### src/rtl/adc_spi_master.sv
// rtl/adc_spi_master.sv - SPI configuration master for the RX ADC (16-bit frames)
//
// Purpose: turns one register write/read request into a 16-bit SPI frame
// {rw_n, addr[6:0], data[7:0]}, MSB first, and returns read data through a
// single-cycle response pulse.
//
// Ports:
//   CLK, RST_N                  block clock, synchronous active-low reset
//   req_valid/req_ready         request handshake
//   req_write/addr/wdata        request contents (wdata ignored on reads)
//   rsp_valid/rsp_rdata         completion pulse and held read data
//   busy                        high from accept until req_ready returns
//   adc_sclk/sclkgate/sen/smosi SPI drive toward the board-level ADC glue
//   adc_smiso                   serial readback from the ADC

module adc_spi_master #(
    parameter int HALF    = 4,
    parameter int FRAME_W = 16
) (
    input  logic       CLK,
    input  logic       RST_N,
    input  logic       req_valid,
    output logic       req_ready,
    input  logic       req_write,
    input  logic [6:0] req_addr,
    input  logic [7:0] req_wdata,
    output logic       rsp_valid,
    output logic [7:0] rsp_rdata,
    output logic       busy,
    output logic       adc_sclk,
    output logic       adc_sclkgate,
    output logic       adc_sen,
    output logic       adc_smosi,
    input  logic       adc_smiso
);

    generate
        if (HALF < 2 || HALF > 255 || FRAME_W != 16) begin : g_bad_param
            $error("adc_spi_master: HALF must be 2..255 and FRAME_W must be 16");
        end
    endgenerate

    typedef enum logic [2:0] {
        S_IDLE,
        S_SETUP,
        S_BIT_HI,
        S_BIT_LO,
        S_HOLD,
        S_GAP
    } state_t;

    localparam logic [7:0] CNT_RELOAD = 8'(HALF - 1);

    state_t      r_state;
    logic [7:0]  r_cnt;
    logic [3:0]  r_idx;
    logic [15:0] r_frame;
    logic [7:0]  r_shift;
    logic        r_ready;
    logic        r_busy;
    logic        r_rsp_valid;
    logic [7:0]  r_rsp_rdata;
    logic        r_sclk;
    logic        r_gate;
    logic        r_sen;
    logic        r_smosi;

    logic        w_accept;
    logic        w_cnt_done;
    logic        w_is_read;
    logic [3:0]  w_idx_next;

    // Ready is qualified by RST_N so it reads 0 while reset is held and 1
    // in the very first cycle after release.
    assign req_ready  = r_ready && RST_N;
    assign w_accept   = req_valid && req_ready;
    assign w_cnt_done = (r_cnt == 8'd0);
    assign w_is_read  = r_frame[15];
    assign w_idx_next = r_idx - 4'd1;

    assign rsp_valid    = r_rsp_valid;
    assign rsp_rdata    = r_rsp_rdata;
    assign busy         = r_busy;
    assign adc_sclk     = r_sclk;
    assign adc_sclkgate = r_gate;
    assign adc_sen      = r_sen;
    assign adc_smosi    = r_smosi;

    always_ff @(posedge CLK) begin
        if (!RST_N) begin
            r_state     <= S_IDLE;
            r_cnt       <= 8'd0;
            r_idx       <= 4'd0;
            r_frame     <= 16'h0000;
            r_shift     <= 8'h00;
            r_ready     <= 1'b1;
            r_busy      <= 1'b0;
            r_rsp_valid <= 1'b0;
            r_rsp_rdata <= 8'h00;
            r_sclk      <= 1'b0;
            r_gate      <= 1'b0;
            r_sen       <= 1'b1;
            r_smosi     <= 1'b0;
        end else begin
            r_rsp_valid <= 1'b0;
            // Every non-idle state lasts HALF cycles; transitions reload.
            if (r_state != S_IDLE) begin
                r_cnt <= r_cnt - 8'd1;
            end
            case (r_state)
                S_IDLE: begin
                    if (w_accept) begin
                        r_frame <= {~req_write, req_addr, (req_write ? req_wdata : 8'h00)};
                        r_shift <= 8'h00;
                        r_idx   <= 4'd15;
                        r_cnt   <= CNT_RELOAD;
                        r_ready <= 1'b0;
                        r_busy  <= 1'b1;
                        r_sen   <= 1'b0;
                        r_gate  <= 1'b0;
                        r_sclk  <= 1'b0;
                        r_smosi <= ~req_write;
                        r_state <= S_SETUP;
                    end
                end
                S_SETUP: begin
                    if (w_cnt_done) begin
                        r_cnt   <= CNT_RELOAD;
                        r_gate  <= 1'b1;
                        r_sclk  <= 1'b1;
                        r_smosi <= r_frame[r_idx];
                        r_state <= S_BIT_HI;
                    end
                end
                S_BIT_HI: begin
                    if (w_cnt_done) begin
                        r_cnt   <= CNT_RELOAD;
                        r_sclk  <= 1'b0;
                        r_state <= S_BIT_LO;
                    end
                end
                S_BIT_LO: begin
                    if (w_cnt_done) begin
                        r_cnt <= CNT_RELOAD;
                        // Only the data half of a read frame carries readback.
                        if (w_is_read && !r_idx[3]) begin
                            r_shift[r_idx[2:0]] <= adc_smiso;
                        end
                        if (r_idx == 4'd0) begin
                            r_gate  <= 1'b0;
                            r_sclk  <= 1'b0;
                            r_smosi <= 1'b0;
                            r_state <= S_HOLD;
                        end else begin
                            r_idx   <= w_idx_next;
                            r_sclk  <= 1'b1;
                            r_smosi <= r_frame[w_idx_next];
                            r_state <= S_BIT_HI;
                        end
                    end
                end
                S_HOLD: begin
                    if (w_cnt_done) begin
                        r_cnt       <= CNT_RELOAD;
                        r_sen       <= 1'b1;
                        r_rsp_valid <= 1'b1;
                        r_rsp_rdata <= r_shift;
                        r_state     <= S_GAP;
                    end
                end
                S_GAP: begin
                    if (w_cnt_done) begin
                        r_ready <= 1'b1;
                        r_busy  <= 1'b0;
                        r_state <= S_IDLE;
                    end
                end
                default: begin
                    r_state <= S_IDLE;
                end
            endcase
        end
    end

endmodule
### config.mk
export PLATFORM = sky130hd
export DESIGN_NAME = adc_spi_master
export DESIGN_NICKNAME = d
export VERILOG_FILES = /design/src/rtl/adc_spi_master.sv
export SDC_FILE = /design/constraint.sdc
export NUM_CORES = 1
export LEC_CHECK = 0
export ABC_AREA = 1
export BUFFER_PORTS_ARGS = -buffer_cell sky130_fd_sc_hd__buf_4
export CAP_MARGIN = 5
export CORE_AREA = 8 8 94 71
export CTS_BUF_LIST = sky130_fd_sc_hd__clkbuf_2
export DETAILED_ROUTE_END_ITERATION = 16
export DIE_AREA = 0 0 102 79
export GPL_TIMING_DRIVEN = 1
export PLACE_DENSITY = 0.75
export SETUP_SLACK_MARGIN = 0.3
export SLEW_MARGIN = 10
export SYNTH_ARGS = -nofsm -noshare
export SYNTH_HDL_FRONTEND = slang
export SYNTH_SLANG_ARGS = --single-unit
### constraint.sdc
create_clock -name CLK -period 2.76 [get_ports CLK]
set_clock_uncertainty 0.1 [all_clocks]
set_input_delay 0.276 -clock CLK [delete_from_list [all_inputs] [get_ports CLK]]
set_output_delay 0.276 -clock CLK [all_outputs]
set_load 0.01 [all_outputs]
==> run metrics <==
DP Area=3040 um^2; cell count after placement=482; DP HPWL=4.66 mm; Layout Cells excl Fill=506; Achievable Freq=0.461 GHz; Ys Warns=0; xor/xnor share of the synthesized area=0.0190; cell area after layout=3300 um^2; CP Cell Sequence=inv_1 -> ha_1 -> inv_1 -> nand3_1 -> nand3_1 -> nand3_1 -> nand3_1 -> nand3_1 -> nand2_1 -> a21oi_1; most frequent cells in the layout=98 x nand2_1, 54 x dfxtp_1, 37 x nor2_1; crit path kind=flip-flop to flip-flop; CP Capture Type=flip-flop; initial antenna violation count=0; Tmin final=2170 ps; Fin Setup TNS=0 ps; RSZ-0062 raised after global routing=no; Nets=452; commonest non-fill, non-tap cell in the layout=nand2_1; number of diodes=0; WHS=102 ps; CP Data Required Time=3080 ps; wire per inst=13.3 um; max_cap viols=0; initial drt markers=219; pwr dens=978 nW/um^2; routed wire length=6.71 mm; worst skew pair latency=460 ps; Final ANT Viol Nets=0; critical path's top delay family=simple AND/OR/NAND/NOR gates; gpl congestion=0.902; Crit path arrival time=2490 ps; Total Routing Usage GR=0.179; post-CTS setup buffer count=0; Via-to-Cell Ratio=5.26; Post-Synth Adder-Cell Area=0.00905; Synth Area in Simple Gates=0.334; syn_nets=408; TritonCTS clock tree=done; outcome=finished, final reports clean; sequential area share after synthesis=0.391; Main synth FF type=dfxtp_1; CTS sink count=54; number of gates resized after cts=0; Post-synth EDFFs=0; first-pass GRT wire length=11.9 mm; CTS Buf Count=5; Die Span Y=79 um; clock-pin slew on the worst setup and hold paths=280 ps; critical path fanouts, max=12; Via Count=2,663; class of the worst hold path=input pin to flip-flop; clk buf depth=2; DRT Pass-1 Iters=5; root buf cell=clkbuf_2; gr ovfl total=0; die area=8060 um^2; syn avg cell area=7.16 um^2; post-synth top area cell=dfxtp_1; number of H-tree levels=2; Synth Area in Compound Gates=0.166; Hold-fix buffers, CTS=16; largest net degree at the start of global routing=29; max-slew violations=0; relative slew slack=0.654; worst path bufs/invs=2; Peak VDD IR=520 uV; power consumption=0.00322 W; Final setup viols=0; CP Launch Type=flip-flop; Die X=102 um; total leakage power=1.45 nW; main combinational cell family by area after synthesis=simple AND/OR/NAND/NOR gates; CORE AREA=5350 um^2; area grow syn2layout=19.3%; Rows=23; Port Buf Inserts=34; mux contribution to synthesized area=0; cells after synthesis=386; post-synth top area share=0.391; initial core utilization=0.516; num ports=35; top cells by area, synth=dfxtp_1 39%, nand2_1 13%, nor2_1 5.0%; most frequent CP cell=nand3_1; Async SR Flop Fraction=0; #FFs+latches synth=54; library cells used by synthesis=38; Worst-Margin Slew=518 ps; layout cell share with drive strength beyond 1=0.165; crit share post-route=0.786; DRC errors left=0; Post-Syn Area=2760 um^2; Slowest-stage cell, CP=dfxtp_1; final hold violation count=0; vias in the first global route=2,601; Slowest Stage Delay on Critical Path=530 ps
[final timing paths]
kind	start	end	slack, ps	cells past startpoint
worst max-delay path	r_idx[1]$_SDFFE_PN0P_	adc_smosi$_SDFFE_PN0P_	590	10
worst min-delay path	adc_smiso	r_shift[0]$_SDFFE_PN0P_	100	4
worst max register to register	r_idx[1]$_SDFFE_PN0P_	adc_smosi$_SDFFE_PN0P_	590	10
worst min register to register	adc_sen$_SDFFE_PN1P_	adc_sen$_SDFFE_PN1P_	380	2
[synth_stat cells, types with 3 or more instances]
cell	instances
nand3_1	25
dfxtp_1	54
a22oi_1	6
inv_4	3
nor3_1	12
nor2_2	3
buf_2	8
nand2_1	98
o21ai_0	23
nand2_2	5
a22o_1	7
nor2_4	3
nor2_1	37
nor2_8	3
inv_1	25
a21oi_1	24
nand4_1	10
clkbuf_1	3
xor2_1	4
inv_2	6
o211ai_1	3
[cells by family (layout without fill, tap and decap cells)]
kind of cell | after synthesis | count (layout)
AOI/OAI and AO/OA | 75 | 75
xor gates and xnor gates | 6 | 6
and+or+nand+nor | 199 | 199
DFF | 54 | 54
adders and majority gates | 2 | 2
buffers and inverters | 50 | 95
[sequential cells by signal, indices dropped and copies added, names as in the netlist]
signal	count
busy	1
adc_sclk	1
r_shift	8
r_idx	4
adc_smosi	1
rsp_rdata	8
r_ready	1
adc_sen	1
r_cnt	8
adc_sclkgate	1
r_state	3
r_frame	16
rsp_valid	1
[where the power goes]
part / switching [W] / internal (W)
Clock: 0.000257 / 0.000245
Combinational: 0.00111 / 0.000559
Sequential: 0.000135 / 0.000922
Total: 0.00150 / 0.00173
[per-stage QoR]
step | setup slack [ps] | util
after floorplan | 974 | -
after global placement | 731 | 0.568
after detailed placement | 668 | 0.568
after CTS | 637 | 0.616
after global routing | 418 | 0.616
final | 591 | 0.616
[area by class of cell]
cell class,instances,area [um^2]
Clock buffer,5,25.0
Clock inverter,3,68.8
Fill cell,525,2060
Inverter,35,139
Multi-Input combinational cell,282,1460
Sequential cell,54,1080
Tap cell,75,93.8
Timing Repair Buffer,52,430
[per-layer routing]
metal,vias to the layer above,share of wire,global-route usage
met5,-,0,0
met1,1224,0.50,0.243
met4,0,0.0079,0.0423
met2,61,0.44,0.281
li1,1371,-,-
met3,7,0.052,0.0419
[worst register-to-register path, stage by stage (launching register included)]
cell     delay, ps
dfxtp_1        530
inv_1          240
ha_1           450
inv_1          150
nand3_1        110
nand3_1         90
nand3_1        110
nand3_1         80
nand3_1        100
nand2_1         50
a21oi_1        110
Power figures use the tool's default switching activity.
